## src/rtl/ifu_ift2icb_buf_if.sv

```systemverilog
// Fetch-side and ICB-side handshake bundle for the IFU-to-ICB bridge.
// master drives requests and ICB responses; slave is the bridge itself.
interface ifu_ift2icb_buf_if;
    logic        ifu_req_valid;
    logic        ifu_req_ready;
    logic [31:0] ifu_req_pc;

    logic        ifu_rsp_valid;
    logic        ifu_rsp_ready;
    logic        ifu_rsp_err;
    logic [31:0] ifu_rsp_instr;

    logic        icb_cmd_valid;
    logic        icb_cmd_ready;
    logic [31:0] icb_cmd_addr;

    logic        icb_rsp_valid;
    logic        icb_rsp_ready;
    logic        icb_rsp_err;
    logic [31:0] icb_rsp_rdata;

    logic        pipe_flush;
    logic        ifu_busy;

    modport master (
        output ifu_req_valid,
        output ifu_req_pc,
        output ifu_rsp_ready,
        output icb_cmd_ready,
        output icb_rsp_valid,
        output icb_rsp_err,
        output icb_rsp_rdata,
        output pipe_flush,
        input  ifu_req_ready,
        input  ifu_rsp_valid,
        input  ifu_rsp_err,
        input  ifu_rsp_instr,
        input  icb_cmd_valid,
        input  icb_cmd_addr,
        input  icb_rsp_ready,
        input  ifu_busy
    );

    modport slave (
        input  ifu_req_valid,
        input  ifu_req_pc,
        input  ifu_rsp_ready,
        input  icb_cmd_ready,
        input  icb_rsp_valid,
        input  icb_rsp_err,
        input  icb_rsp_rdata,
        input  pipe_flush,
        output ifu_req_ready,
        output ifu_rsp_valid,
        output ifu_rsp_err,
        output ifu_rsp_instr,
        output icb_cmd_valid,
        output icb_cmd_addr,
        output icb_rsp_ready,
        output ifu_busy
    );
endinterface

```

## src/rtl/ifu_ift2icb_buf.sv

```systemverilog
// IFU fetch -> ICB read bridge with credit-limited outstanding reads and an in-order response FIFO.
// Define IFT2ICB_BYPASS_EN for a zero-latency response path when the FIFO is empty.
module ifu_ift2icb_buf #(
    parameter int unsigned OUTS_DEPTH = 2,
    parameter int unsigned CNT_W      = $clog2(OUTS_DEPTH) + 1
) (
    input logic              clk,
    input logic              rst,
    ifu_ift2icb_buf_if.slave bus
);

    localparam int unsigned      PTR_W   = (OUTS_DEPTH > 1) ? $clog2(OUTS_DEPTH) : 1;
    localparam logic [CNT_W-1:0] DEPTH_C = CNT_W'(OUTS_DEPTH);

    logic [CNT_W-1:0] outs_cnt_q, outs_cnt_d;
    logic [CNT_W-1:0] fifo_cnt_q, fifo_cnt_d;
    logic [CNT_W-1:0] drop_cnt_q, drop_cnt_d;
    logic [PTR_W-1:0] wr_ptr_q, wr_ptr_d;
    logic [PTR_W-1:0] rd_ptr_q, rd_ptr_d;

    // Entry layout: {err, instr}
    logic [32:0] fifo_mem [OUTS_DEPTH];

    logic        fifo_empty;
    logic        drop_zero;
    logic [CNT_W:0] occupancy;
    logic        credit_ok;
    logic        pc_aligned;
    logic        mis_ready;
    logic        cmd_fire;
    logic        mis_fire;
    logic        rsp_fire;
    logic        bypass;
    logic        push;
    logic        pop;
    logic [32:0] push_data;

    assign fifo_empty = (fifo_cnt_q == '0);
    assign drop_zero  = (drop_cnt_q == '0);
    assign occupancy  = {1'b0, outs_cnt_q} + {1'b0, fifo_cnt_q};
    assign credit_ok  = (occupancy < {1'b0, DEPTH_C});
    assign pc_aligned = (bus.ifu_req_pc[1:0] == 2'b00);

    // Misaligned PCs wait for the bus to drain so the error entry lands in program order.
    assign mis_ready = (outs_cnt_q == '0) & drop_zero & (fifo_cnt_q < DEPTH_C) & ~bus.pipe_flush;

    // ---------------------------------------------------------------------------------------
    // Request side
    // ---------------------------------------------------------------------------------------
    assign bus.icb_cmd_valid = ~rst & bus.ifu_req_valid & pc_aligned & credit_ok & drop_zero
                             & ~bus.pipe_flush;
    assign bus.icb_cmd_addr  = bus.ifu_req_pc;

    always_comb begin
        bus.ifu_req_ready = 1'b0;
        if (!rst) begin
            if (pc_aligned) begin
                bus.ifu_req_ready = bus.icb_cmd_valid & bus.icb_cmd_ready;
            end else begin
                bus.ifu_req_ready = mis_ready;
            end
        end
    end

    assign cmd_fire = bus.icb_cmd_valid & bus.icb_cmd_ready;
    assign mis_fire = bus.ifu_req_valid & ~pc_aligned & bus.ifu_req_ready;

    // ---------------------------------------------------------------------------------------
    // ICB response side: credits guarantee FIFO room, so the bus is never back-pressured.
    // ---------------------------------------------------------------------------------------
    assign bus.icb_rsp_ready = ~rst;
    assign rsp_fire          = bus.icb_rsp_valid & bus.icb_rsp_ready;

`ifdef IFT2ICB_BYPASS_EN
    assign bypass = rsp_fire & fifo_empty & drop_zero & bus.ifu_rsp_ready & ~bus.pipe_flush;
`else
    assign bypass = 1'b0;
`endif

    assign push = (rsp_fire & drop_zero & ~bus.pipe_flush & ~bypass) | mis_fire;
    assign pop  = ~fifo_empty & bus.ifu_rsp_ready & ~bus.pipe_flush;

    always_comb begin
        push_data = {bus.icb_rsp_err, bus.icb_rsp_rdata};
        if (mis_fire) begin
            push_data = {1'b1, 32'h0000_0000};
        end
    end

    // ---------------------------------------------------------------------------------------
    // Fetch response output
    // ---------------------------------------------------------------------------------------
    always_comb begin
        bus.ifu_rsp_valid                    = ~fifo_empty;
        {bus.ifu_rsp_err, bus.ifu_rsp_instr} = fifo_mem[rd_ptr_q];
`ifdef IFT2ICB_BYPASS_EN
        if (bypass) begin
            bus.ifu_rsp_valid                    = 1'b1;
            {bus.ifu_rsp_err, bus.ifu_rsp_instr} = {bus.icb_rsp_err, bus.icb_rsp_rdata};
        end
`endif
    end

    assign bus.ifu_busy = (outs_cnt_q != '0) | ~fifo_empty | ~drop_zero;

    // ---------------------------------------------------------------------------------------
    // Next-state
    // ---------------------------------------------------------------------------------------
    always_comb begin
        outs_cnt_d = outs_cnt_q + CNT_W'(cmd_fire) - CNT_W'(rsp_fire);
        drop_cnt_d = drop_cnt_q;
        fifo_cnt_d = fifo_cnt_q;
        wr_ptr_d   = wr_ptr_q;
        rd_ptr_d   = rd_ptr_q;

        if (bus.pipe_flush) begin
            // Everything still on the bus becomes stale, minus a response landing right now.
            drop_cnt_d = outs_cnt_q - CNT_W'(rsp_fire);
            fifo_cnt_d = '0;
            wr_ptr_d   = '0;
            rd_ptr_d   = '0;
        end else begin
            if (rsp_fire && !drop_zero) begin
                drop_cnt_d = drop_cnt_q - CNT_W'(1);
            end
            fifo_cnt_d = fifo_cnt_q + CNT_W'(push) - CNT_W'(pop);
            if (push) begin
                wr_ptr_d = wr_ptr_q + PTR_W'(1);
            end
            if (pop) begin
                rd_ptr_d = rd_ptr_q + PTR_W'(1);
            end
        end
    end

    always_ff @(posedge clk or posedge rst) begin
        if (rst) begin
            outs_cnt_q <= '0;
            fifo_cnt_q <= '0;
            drop_cnt_q <= '0;
            wr_ptr_q   <= '0;
            rd_ptr_q   <= '0;
        end else begin
            outs_cnt_q <= outs_cnt_d;
            fifo_cnt_q <= fifo_cnt_d;
            drop_cnt_q <= drop_cnt_d;
            wr_ptr_q   <= wr_ptr_d;
            rd_ptr_q   <= rd_ptr_d;
        end
    end

    // Storage carries no reset; occupancy alone decides validity.
    always_ff @(posedge clk) begin
        if (push && !bus.pipe_flush) begin
            fifo_mem[wr_ptr_q] <= push_data;
        end
    end

    // ---------------------------------------------------------------------------------------
    // Invariants
    // ---------------------------------------------------------------------------------------
    fifo_bound_a: assert property (@(posedge clk) disable iff (rst) fifo_cnt_q <= DEPTH_C);

    rsp_legal_a: assert property (@(posedge clk) disable iff (rst)
        bus.icb_rsp_valid |-> (outs_cnt_q != '0));

endmodule

```

## src/flat_wrapper.sv

```systemverilog
// flat-port wrapper written by rule: the top's interface ports become plain ports
module ifu_ift2icb_buf_flat 
#(
    parameter int unsigned OUTS_DEPTH = 2,
    parameter int unsigned CNT_W      = $clog2(OUTS_DEPTH) + 1
)
  (clk, rst, bus_ifu_req_valid, bus_ifu_req_pc, bus_ifu_rsp_ready, bus_icb_cmd_ready, bus_icb_rsp_valid, bus_icb_rsp_err, bus_icb_rsp_rdata, bus_pipe_flush, bus_ifu_req_ready, bus_ifu_rsp_valid, bus_ifu_rsp_err, bus_ifu_rsp_instr, bus_icb_cmd_valid, bus_icb_cmd_addr, bus_icb_rsp_ready, bus_ifu_busy);
  ifu_ift2icb_buf_if bus_i ();
  input logic clk;
  input logic rst;
  input wire logic [$bits(bus_i.ifu_req_valid)-1:0] bus_ifu_req_valid;
  input wire logic [$bits(bus_i.ifu_req_pc)-1:0] bus_ifu_req_pc;
  input wire logic [$bits(bus_i.ifu_rsp_ready)-1:0] bus_ifu_rsp_ready;
  input wire logic [$bits(bus_i.icb_cmd_ready)-1:0] bus_icb_cmd_ready;
  input wire logic [$bits(bus_i.icb_rsp_valid)-1:0] bus_icb_rsp_valid;
  input wire logic [$bits(bus_i.icb_rsp_err)-1:0] bus_icb_rsp_err;
  input wire logic [$bits(bus_i.icb_rsp_rdata)-1:0] bus_icb_rsp_rdata;
  input wire logic [$bits(bus_i.pipe_flush)-1:0] bus_pipe_flush;
  output wire logic [$bits(bus_i.ifu_req_ready)-1:0] bus_ifu_req_ready;
  output wire logic [$bits(bus_i.ifu_rsp_valid)-1:0] bus_ifu_rsp_valid;
  output wire logic [$bits(bus_i.ifu_rsp_err)-1:0] bus_ifu_rsp_err;
  output wire logic [$bits(bus_i.ifu_rsp_instr)-1:0] bus_ifu_rsp_instr;
  output wire logic [$bits(bus_i.icb_cmd_valid)-1:0] bus_icb_cmd_valid;
  output wire logic [$bits(bus_i.icb_cmd_addr)-1:0] bus_icb_cmd_addr;
  output wire logic [$bits(bus_i.icb_rsp_ready)-1:0] bus_icb_rsp_ready;
  output wire logic [$bits(bus_i.ifu_busy)-1:0] bus_ifu_busy;
  assign bus_i.ifu_req_valid = bus_ifu_req_valid;
  assign bus_i.ifu_req_pc = bus_ifu_req_pc;
  assign bus_i.ifu_rsp_ready = bus_ifu_rsp_ready;
  assign bus_i.icb_cmd_ready = bus_icb_cmd_ready;
  assign bus_i.icb_rsp_valid = bus_icb_rsp_valid;
  assign bus_i.icb_rsp_err = bus_icb_rsp_err;
  assign bus_i.icb_rsp_rdata = bus_icb_rsp_rdata;
  assign bus_i.pipe_flush = bus_pipe_flush;
  assign bus_ifu_req_ready = bus_i.ifu_req_ready;
  assign bus_ifu_rsp_valid = bus_i.ifu_rsp_valid;
  assign bus_ifu_rsp_err = bus_i.ifu_rsp_err;
  assign bus_ifu_rsp_instr = bus_i.ifu_rsp_instr;
  assign bus_icb_cmd_valid = bus_i.icb_cmd_valid;
  assign bus_icb_cmd_addr = bus_i.icb_cmd_addr;
  assign bus_icb_rsp_ready = bus_i.icb_rsp_ready;
  assign bus_ifu_busy = bus_i.ifu_busy;
  ifu_ift2icb_buf #(.OUTS_DEPTH(OUTS_DEPTH), .CNT_W(CNT_W)) u_core (.clk(clk), .rst(rst), .bus(bus_i));
endmodule
```

## config.mk

```make
export PLATFORM = sky130hd
export DESIGN_NAME = ifu_ift2icb_buf_flat
export DESIGN_NICKNAME = d
export VERILOG_FILES = /design/src/rtl/ifu_ift2icb_buf_if.sv /design/src/rtl/ifu_ift2icb_buf.sv /design/src/flat_wrapper.sv
export SDC_FILE = /design/constraint.sdc
export NUM_CORES = 1
export LEC_CHECK = 0
export BUFFER_PORTS_ARGS = -buffer_cell sky130_fd_sc_hd__buf_2
export CAP_MARGIN = 0
export CORE_MARGIN = 2
export CORE_UTILIZATION = 30
export DETAILED_ROUTE_END_ITERATION = 8
export PLACE_DENSITY = 0.6
export SYNTH_ARGS = -nofsm -noshare
export SYNTH_HDL_FRONTEND = slang
export SYNTH_SLANG_ARGS = --single-unit
```

## constraint.sdc

```tcl
create_clock -name clk -period 2.9 [get_ports clk]
set_clock_uncertainty 0.05 [all_clocks]
set_input_delay 0 -clock clk [delete_from_list [all_inputs] [get_ports clk]]
set_output_delay 0 -clock clk [all_outputs]
set_load 0.01 [all_outputs]
```

==> results of run 1 <==
cell usage in the layout (no fill, tap or decap), drive strengths merged, types with 2 or more instances in the layout:
| cell | n |
|---|---|
| ha | 5 |
| inv | 8 |
| clkbuf | 9 |
| or2 | 3 |
| buf | 85 |
| mux2i | 2 |
| clkinv | 3 |
| dfrtp | 8 |
| xor2 | 2 |
| nor2b | 3 |
| nor3 | 2 |
| dlygate4sd3 | 65 |
| edfxtp | 66 |
| nor2 | 7 |
| mux2 | 34 |
| and2 | 35 |
| xnor2 | 4 |
| or3b | 2 |
| bufinv | 2 |
layer usage:
layer	global-route usage	up-vias
met5	0	-
met4	0.0415	0
met3	0.0324	10
met2	0.194	89
met1	0.124	1052
li1	-	1037
sequential cells by signal (all words and copies together), names as in the netlist:
register           cells
u_core.fifo_mem       66
u_core.drop_cnt_q      2
u_core.fifo_cnt_q      2
u_core.outs_cnt_q      2
u_core.rd_ptr_q        1
u_core.wr_ptr_q        1
metrics by stage:
stage | cell area (um^2) | instances
floorplan | 3520 | 234
global placement | 3840 | 422
detailed placement | 3840 | 422
CTS | 4800 | 502
global route | 4800 | 502
finish | 4800 | 502
power breakdown:
part / leakage, nW / switching, mW / total, mW / internal (mW)
combinational: 1.06 / 0.231 / 0.528 / 0.297
sequential: 0.695 / 0.0546 / 1.29 / 1.24
clock: 0.151 / 0.406 / 1.15 / 0.743
worst register-to-register path, delay by kind of cell, from the launching register on:
kind	cells	cell delay, ns
buffers and inverters	1	0.06
AOI/OAI and AO/OA	1	0.19
adders and majority gates	2	0.42
and+or+nand+nor	3	1.11
DFF	1	0.39
worst paths after layout:
kind	end	slack, ns	cells after the start
worst max-delay path	u_core.fifo_cnt_q[0]	0.57	7
worst min-delay path	u_core.rd_ptr_q	0.04	4
worst max register to register	u_core.fifo_cnt_q[0]	0.57	7
worst min register to register	u_core.drop_cnt_q[0]	0.55	2
max in group asynchronous	u_core.rd_ptr_q	2.30	3
min in group asynchronous	u_core.outs_cnt_q[1]	0.22	3
cells by family after synthesis:
kind of cell	count (synthesis)	synth area share
flip-flops	74	0.620
adder cells (fa/ha/maj)	6	0.0235
buffers and inverters	47	0.0907
AO/OA/AOI/OAI	7	0.0157
AND/OR/NAND/NOR	58	0.120
XOR/XNOR	6	0.0149
multiplexers	36	0.115
what timing repair did:
action | 4_1_cts | 5_1_grt
hold buffers | 65 | 0
setup endpoints to repair | 0 | 0
hold endpoints to repair | 109 | 0
cell type report:
| cell class | count | area, um^2 | area share |
|---|---|---|---|
| clock buffers | 9 | 225 | 0.0469 |
| clock inverters | 6 | 81.3 | 0.0169 |
| inverters | 7 | 26.3 | 0.00547 |
| multi-input cells | 113 | 1020 | 0.212 |
| flip-flops and latches | 74 | 2180 | 0.455 |
| well taps | 143 | 179 | 0.0373 |
| repair buffers | 150 | 1090 | 0.226 |
==> impl_metrics.yaml, run 1 <==
floorplanning:
  num_rows: 39
  io_pins: 142
  coreArea_um2: 11400
  die_h_um: 112
  initial_core_util: 0.308
  die_x_um: 112
  die_area_um2: 12600
yosys:
  synth-edff-count: 66
  synth_area_um2: 3520
  yosysTopAreaCellShare: 0.564
  synthFlopType: "edfxtp_1"
  synth_commonest_cells: "edfxtp_1, mux2_2, buf_4, and2_4, dfrtp_1"
  ys_seq_area_frac: 0.620
  async_reset_ff_frac: 0.108
  yosysTopAreaCell: "edfxtp_1"
  synth.most_common_cell: "edfxtp_1"
  yosys_register_bits: 74
  syn_inst: 234
  synth-warning-count: 0
  ys_types: 35
  syn_nets: 312
  ys_top_cells_by_area: "edfxtp_1, mux2_2, buf_4"
  postSynthAreaPerCell_um2: 15.0
final_layout:
  drive_gt1_frac: 0.474
  num_antenna_cells: 0
  utilization: 0.420
  fillCellCount: 1094
  area_delta_synth_final_pct: 36.5
  fin_nets: 433
hold_path:
  min_from: "bus_ifu_rsp_ready"
  hold_path_class: "input port to flip-flop"
route:
  dr.first_iter.drc_count: 68
  ant_nets: 0
  vias: 2188
  wl_per_cell_um: 13.7
  totalWireLength_um: 6900
  wl_met2_um: 3550
  routedLengthMet1_um: 2830
  drc: 0
  first_pass_iters: 4
  top_layer: "met4"
  via_per_inst: 4.36
  wl_met3_um: 413
worst_setup_path:
  cp_cell_sequence: "inv_1, ha_1, or3b_4, or3_4, a21oi_2, ha_1, nor2b_1"
  critPathLaunch: "u_core.drop_cnt_q[0]"
  cp_top_family: "simple AND/OR/NAND/NOR gates"
  worstSetupPathType: "flip-flop to flip-flop"
  path_max_fanout: 34
  start_kind: "flip-flop"
  cp.required_ns: 3.05
  cp_num_buf_inv: 1
  cp_common_cell: "ha_1"
  worstPathArrival_ns: 2.48
  worst_setup_path_end_kind: "flip-flop"
  r2r_start: "u_core.drop_cnt_q[0]"
  critical-path-max-stage-delay_ns: 0.57
  slowest_stage: "or3_4"
placed_design:
  io_buffers: 81
  pre_cts_ws_ns: 0.537
  dp_hpwl_um: 4200
  place.gp.congestion: 0.761
sta:
  worst_slack_ns: 0.567
  timing.final.crit_share: 0.804
  fin_tns_setup_ns: 0
  relSlewSlack: 0.451
  finalMaxSlewViolations: 0
  setup_viol: 0
  fmax_mhz: 429
  fin_crit_ns: 2.33
  worst_pin_slew_ns: 0.824
  rsz0062_at_grt: "false"
  finalHoldViolations: 0
  hold_slack_ns: 0.0360
grt:
  grt_pass1_vias: 2191
  grt_usage: 0.109
  grt_max_degree: 35
  antenna_found_initial: 0
  grt_overflow: 0
  grt_pass1_wl_um: 10800
clocking:
  cts-root-buf: "clkbuf_16"
  cts_setup_buffers: 0
  cts_buffers: 9
  clk_pin_slew_worst_paths_ns: 0.06
  htree_num_levels: 3
  clockBufferDepth: 2
  clock_latency_ns: 0.32
  cts_resized: 0
  cts_tree: "built"
  cts_num_sinks: 74
power_and_ir_drop:
  vdd_drop_max_uv: 291
  p_leak_nw: 1.91
  p_per_area_nw_per_um2: 619
  p_total_mw: 2.97
run_status:
  outcome: "completed"
run:
  cap_violations: 0
(Power assumes the default switching activity.)
==> run 2, diff against run 1 <==
==> constraint.sdc (replaced) <==
create_clock -name clk -period 2.2 [get_ports clk]
set_clock_uncertainty 0.05 [all_clocks]
set_input_delay 0 -clock clk [delete_from_list [all_inputs] [get_ports clk]]
set_output_delay 0 -clock clk [all_outputs]
set_load 0.01 [all_outputs]
==> impl_metrics.yaml, run 2 (same netlist as run 1, synthesis figures left out) <==
worst_setup_path:
  cp.required_ns: 2.17
  cp_top_family: "simple AND/OR/NAND/NOR gates"
  worstSetupPathType: "flip-flop to flip-flop"
  critical-path-max-stage-delay_ns: 0.40
  timing.critical_path.depth: 6
  start_kind: "flip-flop"
  slowest_stage: "or3b_4"
  path_max_fanout: 19
  reg2reg_depth: 6
  cp_num_buf_inv: 2
  cp_cell_sequence: "inv_1, ha_1, or3b_4, o31ai_2, and2_4, buf_12"
  worstPathArrival_ns: 2.05
  worst_setup_path_end_kind: "flip-flop"
route:
  dr.first_iter.drc_count: 60
  totalWireLength_um: 6780
  first_pass_iters: 4
  drc: 0
  via_per_inst: 4.23
  wl_per_cell_um: 13.4
  vias: 2139
  ant_nets: 0
sta:
  finalMaxSlewViolations: 0
  rsz0062_at_grt: "false"
  relSlewSlack: 0.733
  worst_pin_slew_ns: 0.401
  fmax_mhz: 481
  setup_viol: 0
  fin_tns_setup_ns: 0
  finalHoldViolations: 0
  timing.final.crit_share: 0.945
  worst_slack_ns: 0.121
  fin_crit_ns: 2.08
clocking:
  cts_setup_buffers: 0
  cts_num_sinks: 74
  clock_latency_ns: 0.32
  clockBufferDepth: 2
  clk_pin_slew_worst_paths_ns: 0.06
  htree_num_levels: 3
  cts_tree: "built"
  cts-root-buf: "clkbuf_16"
  cts_buffers: 9
final_layout:
  drive_gt1_frac: 0.482
  area_delta_synth_final_pct: 39.2
  final_cells: 506
  num_antenna_cells: 0
  final_cell_mix: "buf_2, edfxtp_1, dlygate4sd3_1"
  fin_nets: 437
  top_register: "u_core.fifo_mem"
  largest_reg_flops: 66
  final_common_cell: "buf_2"
  utilization: 0.429
grt:
  grt_pass1_vias: 2231
  grt_overflow: 0
  grt_usage: 0.109
  grt_max_degree: 22
  antenna_found_initial: 0
  grt_pass1_wl_um: 10700
hold_path:
  hold_path_class: "input port to flip-flop"
  hold_depth: 4
power_and_ir_drop:
  p_leak_nw: 1.94
  vdd_drop_max_uv: 338
  p_per_area_nw_per_um2: 778
  p_total_mw: 3.81
placed_design:
  place_inst: 426
  pre_cts_ws_ns: 0.0269
  io_buffers: 81
  dp_hpwl_um: 4490
  place.gp.congestion: 0.687
floorplanning:
  die_area_um2: 12600
  initial_core_util: 0.308
  num_rows: 39
  io_pins: 142
  coreArea_um2: 11400
  die_x_um: 112
  die_h_um: 112
run_status:
  outcome: "completed"
run:
  cap_violations: 0
==> run 2: final timing paths <==
path,end,slack [ns],startpoint
setup reg to reg,u_core.fifo_mem[0][18],0.12,u_core.drop_cnt_q[0]
max in group asynchronous,u_core.rd_ptr_q,1.60,rst
min in group asynchronous,u_core.outs_cnt_q[1],0.22,rst
setup / recovery,u_core.fifo_mem[0][18],0.12,u_core.drop_cnt_q[0]
hold reg to reg,u_core.drop_cnt_q[0],0.53,u_core.drop_cnt_q[0]
hold / removal,u_core.rd_ptr_q,0.03,bus_ifu_rsp_ready
==> run 2: layout make-up <==
| class | instances | area, um^2 |
|---|---|---|
| clock buffer | 9 | 225 |
| clock inverter | 6 | 57.6 |
| fill | 1087 | 6520 |
| inverter | 7 | 26.3 |
| multi-input combinational | 113 | 1030 |
| sequential | 74 | 2180 |
| tap | 143 | 179 |
| timing repair buffer | 154 | 1190 |
==> run 2: worst reg2reg max path: stages (launching register included) <==
cell     delay [ns]
dfrtp_1        0.38
inv_1          0.06
ha_1           0.15
or3b_4         0.40
o31ai_2        0.33
and2_4         0.24
buf_12         0.17
==> run 2: per-layer routing <==
layer | global-route usage | up-vias | share of wire
met5 | 0 | - | 0
met4 | 0.0415 | 0 | 0.013
met3 | 0.0313 | 8 | 0.062
met2 | 0.200 | 68 | 0.54
met1 | 0.119 | 1019 | 0.38
li1 | - | 1044 | -
==> run 2: power by group <==
group / switching [mW] / internal [mW]
clock: 0.502 / 0.862
sequential: 0.0559 / 1.64
combinational: 0.333 / 0.425
total: 0.890 / 2.92
==> run 2: timing repair <==
| item | in CTS | in global routing |
|---|---|---|
| endpoints found under the hold margin | 107 | 0 |
| hold buffers | 65 | 0 |
| endpoints found under the setup margin | 0 | 84 |
| resized for setup | 0 | 5 |
==> run 2: stage by stage <==
step                hold slack [ns]  area, um^2
finish                       0.0312        4900
global route                 0.0499        4900
CTS                          0.0258        4880
detailed placement          -0.0499        3950
global placement            -0.0499        3950
floorplan                    -0.201        3520
